File: config.mk
export PLATFORM = sky130hd
export DESIGN_NAME = instr_fetch
export DESIGN_NICKNAME = d
export VERILOG_FILES = /design/src/rtl/instr_fetch_pkg.sv /design/src/rtl/fetch_skid_buf.sv /design/src/rtl/instr_fetch.sv
export SDC_FILE = /design/constraint.sdc
export NUM_CORES = 1
export LEC_CHECK = 0
export CORE_MARGIN = 2
export CORE_UTILIZATION = 45
export DETAILED_ROUTE_END_ITERATION = 10
export PLACE_DENSITY = 0.8
export REMOVE_ABC_BUFFERS = 1
export SYNTH_ARGS = -nofsm -noshare
export SYNTH_HDL_FRONTEND = slang
export SYNTH_SLANG_ARGS = --single-unit
File: constraint.sdc
create_clock -name clk -period 5.3 [get_ports clk]
set_input_delay 1.06 -clock clk [delete_from_list [all_inputs] [get_ports clk]]
set_output_delay 1.06 -clock clk [all_outputs]
set_load 0.01 [all_outputs]
File: src/rtl/instr_fetch_pkg.sv
// -----------------------------------------------------------------------------
// instr_fetch_pkg
// Shared pipeline definitions for the fetch stage and its neighbours:
//   XLEN          - datapath width (32)
//   NOP_ENC       - bubble instruction encoding (addi x0,x0,0)
//   fetch_state_t - fetch FSM state type
// -----------------------------------------------------------------------------
package instr_fetch_pkg;

    localparam int unsigned XLEN = 32;

    localparam logic [XLEN-1:0] NOP_ENC = 32'h0000_0013;

    typedef enum logic [1:0] {
        IDLE  = 2'd0,
        FETCH = 2'd1,
        DROP  = 2'd2,
        HOLD  = 2'd3
    } fetch_state_t;

endpackage

File: src/rtl/fetch_skid_buf.sv
// -----------------------------------------------------------------------------
// fetch_skid_buf
// One-entry skid buffer holding an instruction that returned from memory while
// decode was stalled.
//   clk, rst           - clock, asynchronous active-high reset
//   load               - capture load_data/load_pc, mark valid
//   unload             - entry consumed, mark empty
//   clear              - invalidate (flush); wins over load/unload
//   load_data, load_pc - instruction word and its address
//   data, pc, valid    - buffered entry
// -----------------------------------------------------------------------------
module fetch_skid_buf
    import instr_fetch_pkg::*;
(
    input  logic            clk,
    input  logic            rst,
    input  logic            load,
    input  logic            unload,
    input  logic            clear,
    input  logic [XLEN-1:0] load_data,
    input  logic [XLEN-1:0] load_pc,
    output logic [XLEN-1:0] data,
    output logic [XLEN-1:0] pc,
    output logic            valid
);

    always_ff @(posedge clk or posedge rst) begin
        if (rst) begin
            valid <= 1'b0;
            data  <= '0;
            pc    <= '0;
        end else if (clear) begin
            valid <= 1'b0;
        end else if (load) begin
            valid <= 1'b1;
            data  <= load_data;
            pc    <= load_pc;
        end else if (unload) begin
            valid <= 1'b0;
        end
    end

endmodule

File: src/rtl/instr_fetch.sv
// -----------------------------------------------------------------------------
// instr_fetch
// Instruction fetch stage: issues one read at a time to instruction memory and
// presents each returned word to decode exactly once, with stall and flush.
// Optional feature macro: IF_MISALIGN_TRAP_EN (adds o_misaligned).
//   RESET_PC      - first fetch address after reset
//   NOP_INSTR     - bubble presented when no instruction is valid
//   clk, rst      - clock, asynchronous active-high reset
//   o_imem_req    - read request, held until i_imem_ack
//   o_imem_addr   - fetch address (the PC register)
//   i_imem_ack    - one-cycle pulse, i_imem_data valid
//   i_imem_data   - fetched instruction word
//   i_stall       - decode cannot accept; outputs hold
//   i_flush       - redirect to i_branch_pc (priority over i_stall)
//   i_branch_pc   - redirect target (low two bits treated as zero)
//   o_misaligned  - one-cycle pulse on a misaligned redirect (macro only)
//   o_instr, o_pc - instruction and its address to decode
//   o_ce          - o_instr/o_pc valid
// -----------------------------------------------------------------------------
module instr_fetch
    import instr_fetch_pkg::*;
#(
    parameter logic [XLEN-1:0] RESET_PC  = 32'h0000_0000,
    parameter logic [XLEN-1:0] NOP_INSTR = NOP_ENC
) (
    input  logic            clk,
    input  logic            rst,
    output logic            o_imem_req,
    output logic [XLEN-1:0] o_imem_addr,
    input  logic            i_imem_ack,
    input  logic [XLEN-1:0] i_imem_data,
    input  logic            i_stall,
    input  logic            i_flush,
    input  logic [XLEN-1:0] i_branch_pc,
`ifdef IF_MISALIGN_TRAP_EN
    output logic            o_misaligned,
`endif
    output logic [XLEN-1:0] o_instr,
    output logic [XLEN-1:0] o_pc,
    output logic            o_ce
);

    fetch_state_t    state, state_nxt;
    logic [XLEN-1:0] pc, pc_nxt;
    logic [XLEN-1:0] instr_nxt, opc_nxt;
    logic            ce_nxt;
    logic            skid_load, skid_unload, skid_clear;
    logic [XLEN-1:0] skid_data, skid_pc;
    logic            skid_valid;
    logic [XLEN-1:0] branch_aligned;

    assign branch_aligned = {i_branch_pc[XLEN-1:2], 2'b00};
    assign o_imem_req     = (state == FETCH);
    assign o_imem_addr    = pc;

    fetch_skid_buf u_skid (
        .clk       (clk),
        .rst       (rst),
        .load      (skid_load),
        .unload    (skid_unload),
        .clear     (skid_clear),
        .load_data (i_imem_data),
        .load_pc   (pc),
        .data      (skid_data),
        .pc        (skid_pc),
        .valid     (skid_valid)
    );

    always_comb begin
        state_nxt   = state;
        pc_nxt      = pc;
        instr_nxt   = o_instr;
        opc_nxt     = o_pc;
        ce_nxt      = o_ce;
        skid_load   = 1'b0;
        skid_unload = 1'b0;
        skid_clear  = 1'b0;

        case (state)
            IDLE: begin
                // any ack seen here belongs to a pre-reset request
                state_nxt = FETCH;
            end
            FETCH: begin
                if (i_imem_ack) begin
                    pc_nxt = pc + 32'd4;
                    if (i_stall) begin
                        skid_load = 1'b1;
                        state_nxt = HOLD;
                    end else begin
                        instr_nxt = i_imem_data;
                        opc_nxt   = pc;
                        ce_nxt    = 1'b1;
                    end
                end else if (!i_stall) begin
                    // current presentation accepted, nothing new behind it
                    ce_nxt    = 1'b0;
                    instr_nxt = NOP_INSTR;
                end
            end
            HOLD: begin
                if (!i_stall) begin
                    instr_nxt   = skid_data;
                    opc_nxt     = skid_pc;
                    ce_nxt      = skid_valid;
                    skid_unload = 1'b1;
                    state_nxt   = FETCH;
                end
            end
            DROP: begin
                if (i_imem_ack)
                    state_nxt = FETCH;
                if (!i_stall) begin
                    ce_nxt    = 1'b0;
                    instr_nxt = NOP_INSTR;
                end
            end
            default: state_nxt = IDLE;
        endcase

        if (i_flush) begin
            pc_nxt      = branch_aligned;
            ce_nxt      = 1'b0;
            instr_nxt   = NOP_INSTR;
            skid_clear  = 1'b1;
            skid_load   = 1'b0;
            skid_unload = 1'b0;
            // an unanswered request must be drained before refetching; an ack
            // landing in the flush cycle itself closes it out (also from DROP)
            if ((state == FETCH || state == DROP) && !i_imem_ack)
                state_nxt = DROP;
            else
                state_nxt = FETCH;
        end
    end

    always_ff @(posedge clk or posedge rst) begin
        if (rst)
            state <= IDLE;
        else
            state <= state_nxt;
    end

    always_ff @(posedge clk or posedge rst) begin
        if (rst) begin
            pc      <= RESET_PC;
            o_instr <= NOP_INSTR;
            o_pc    <= RESET_PC;
            o_ce    <= 1'b0;
        end else begin
            pc      <= pc_nxt;
            o_instr <= instr_nxt;
            o_pc    <= opc_nxt;
            o_ce    <= ce_nxt;
        end
    end

`ifdef IF_MISALIGN_TRAP_EN
    always_ff @(posedge clk or posedge rst) begin
        if (rst)
            o_misaligned <= 1'b0;
        else
            o_misaligned <= i_flush && (i_branch_pc[1:0] != 2'b00);
    end
`else
    logic unused_branch_lsbs;
    assign unused_branch_lsbs = ^i_branch_pc[1:0];
`endif

endmodule

==> metrics.yaml <==
worst_setup_path:
  critPathLaunchType: "flop"
  cpPeakStageDelay_ps: 890
  worstPathMaxFanout: 69
  criticalPathCategory: "reg -> reg"
  cp_slowest_cell: "ha_4"
  crit_chain: "ha_4 -> or2_2 -> a2bb2oi_1 -> nand2_1 -> o2bb2ai_1"
  required_ps: 5610
  worstSetupEndpointType: "flop"
  cp.arrival_ps: 3670
timing:
  worstMarginPinSlew_ps: 1100
  fin_ws_ps: 1950
  fin_setup_tns_ps: 0
  fin_crit_sh_pct: 63.3
  final_hold_viol_count: 0
  finClkSkew_ps: 8.11
  max_freq_mhz: 298
  setup_violations: 0
  max_slew_margin_pct: 26.3
  drv_slew: 0
  rsz0062_at_grt: "no"
  min_period_ps: 3350
drt:
  vias: 5460
  drc: 0
  routed_wirelength_um: 17500
  detail-route-antenna-nets: 0
  wire_per_inst_um: 17.6
  vias_per_cell: 5.48
  drt_iter0_markers: 266
  dr.pass1.iters: 4
global_route:
  grt_pass1_vias: 5590
  use_met2_pct: 36.5
  grtUsageMet3_pct: 6.31
  grt.overflow.total: 0
  use_met1_pct: 27.3
  top_usage_layer: "met2"
  antenna_found_initial: 0
  grt_max_degree: 99
  grt_pass1_wl_um: 28400
  grt_usage_pct: 21.6
job:
  maxCapViolCount: 0
yosys:
  ys_warn_count: 0
  syn_area_sq_um: 7150
  seq_area_frac_synth_pct: 55.4
  ys_ff_latch: 158
  synth_cell_types: 41
  syn_inst: 629
  synth_area_per_cell_sq_um: 11.4
clock_tree:
  post_cts_buffers: 0
  clk_latency_ps: 420
  ctsResizeCount: 0
  cts_sinks: 158
  cts.reportedPaths.clkPinSlew_ps: 60
  cts_hold_buf: 0
  clock_path_buffers: 2
  clockRootBuffer: "clkbuf_16"
  ctsHtreeMaxLevel: 4
  numCtsBuffers: 17
  cts_tree: "yes"
placed_design:
  post-place-ws_ps: 1500
  io_buffers: 160
  dpl.hpwl_um: 11200
  place_congestion: 0.809
cells_and_area:
  n_antenna_cell: 0
  regArea_sq_um: 3960
  nFillCells: 1254
  nNetsFinal: 840
  drive_gt1_share_pct: 13.3
  final_core_util_pct: 60.4
  area_growth_pct: 32.7
  multi_input_area_sq_um: 2970
pwr:
  ir_drop_mv: 0.351
  p_int_mw: 3.43
  seqPwrFrac_pct: 39.5
  switchingPower_mw: 1.64
  clkPwrFrac_pct: 24.2
  pwr-share-comb_pct: 36.3
  power.leakage_nw: 3.84
  switching_share_pct: 32.4
  powerDensity_nw_per_um2: 535
floorplanning:
  ioPinCount: 167
  die_w_um: 130
  coreArea_sq_um: 15700
  die_height_um: 130
  die_area_sq_um: 16900
  start_util_pct: 45.5
  rows: 46
hold_path:
  hp-class: "reg -> reg"
run_status:
  status: "finished, final reports clean"
-- cells in the mapped netlist (all sizes together) --
library cell	instances	area share, %
a22oi	31	3.3
dfstp	3	1.1
a221oi	2	0.25
dfrtp	155	54
and2	3	0.26
or3	3	0.26
a21oi	34	2.4
nor2	51	2.7
nand3	12	0.84
nand4	8	0.91
o21bai	1	0.11
a21o	1	0.11
nor3	5	0.35
o2bb2ai	32	3.9
o21ai	23	1.6
xor2	2	0.25
and3	2	0.17
ha	4	0.70
buf	15	1.2
xnor2	11	1.3
or4	14	1.5
a31oi	16	1.4
nand2	33	1.7
mux2i	34	4.8
mux2	59	9.3
nor4bb	1	0.14
a2bb2oi	1	0.12
nor2b	1	0.088
o31ai	13	1.4
o211ai	1	0.11
inv	12	0.63
a211oi	2	0.21
clkbuf	35	1.8
and4	3	0.37
or2	1	0.088
nor4	4	0.35
conb	1	0.052
-- routing by layer --
metal	part of all wire, %	vias up	wire (um)
met4	1.3	0	231
li1	-	2586	-
met3	6.0	20	1050
met1	43	2699	7560
met2	50	155	8680
met5	0	-	0
-- cell usage in the layout, fill, tap and decap left out, types with 3 or more instances in the layout --
master           Yosys  routed
nand3_1             12      12
o31ai_1             13      13
conb_1               1       4
o2bb2ai_1           32      31
a22oi_1             31      31
mux2_2              59      59
a21oi_1             34      34
nand2_1             33      32
o21ai_0             23      23
nand4_1              7       7
clkinv_2             0       3
bufinv_16            0       3
clkbuf_16            0      17
inv_1               12      11
mux2i_1             34      34
nor3_1               5       5
nor2_1              51      49
dfstp_2              3       3
ha_1                 4       3
clkbuf_1            35       4
buf_4                4       6
nor4_1               4       4
and4_1               3       3
and2_1               3       3
or3_1                3       3
xnor2_1             11      11
or4_1               14      14
a31oi_1             16      16
clkdlybuf4s50_1      0     160
dfrtp_1            155     155
-- per-stage QoR --
stage,instances,instance area (sq um),power [mW],hold WS [ps]
after floorplan,582,6940,3.00,450
after global routing,996,9490,5.38,488
after global placement,964,8900,3.77,451
after detailed placement,964,8900,3.87,459
final,996,9490,5.07,471
after CTS,996,9490,5.12,468
-- power by group through the flow --
stage	registers, mW	logic, mW	clock network, mW
final	2.00	1.84	1.23
after global routing	2.07	2.00	1.31
after CTS	2.01	1.86	1.25
after detailed placement	2.02	1.85	0
after global placement	1.98	1.79	0
after floorplan	2.06	0.942	0
-- cell type report --
cell class / count / share of cell area [%]
clock buffers: 22 / 4.79
clock inverters: 10 / 1.45
inverters: 12 / 0.527
multi-input cells: 412 / 31.3
flip-flops and latches: 158 / 41.7
well taps: 216 / 2.85
repair buffers: 166 / 17.4
-- state kept, by name (all words and copies together), names as in the netlist --
signal	count
o_instr	32
u_skid.data	32
o_imem_addr	30
o_pc	30
u_skid.pc	30
state	2
o_ce	1
u_skid.valid	1
-- cells by family after synthesis --
logic type,count (synthesis),share of synthesized area [%]
flip-flops,158,55.4
AO/OA/AOI/OAI,157,14.8
AND/OR/NAND/NOR,141,9.71
multiplexers,93,14.1
buffers and inverters,62,3.71
XOR/XNOR,13,1.59
adder cells (fa/ha/maj),4,0.700
other,1,0.0525
-- critical path: cells and delay by family (launching register included) --
family | cells | cell delay, ps
compound gates | 2 | 860
fa+ha+maj | 1 | 890
flops | 1 | 430
simple gates | 2 | 1060
-- path summary, 6_finish.rpt --
| kind | startpoint | endpoint | slack (ps) | cells past startpoint |
|---|---|---|---|---|
| max in group asynchronous | rst | u_skid.pc[17] | 3080 | 3 |
| min | o_instr[0] | o_instr[0] | 470 | 2 |
| min in group asynchronous | rst | u_skid.pc[30] | 1180 | 2 |
| max reg2reg | state[1] | o_instr[5] | 1950 | 5 |
| max | state[1] | o_instr[5] | 1950 | 5 |
| min reg2reg | o_instr[0] | o_instr[0] | 470 | 2 |
(Power assumes the default switching activity.)
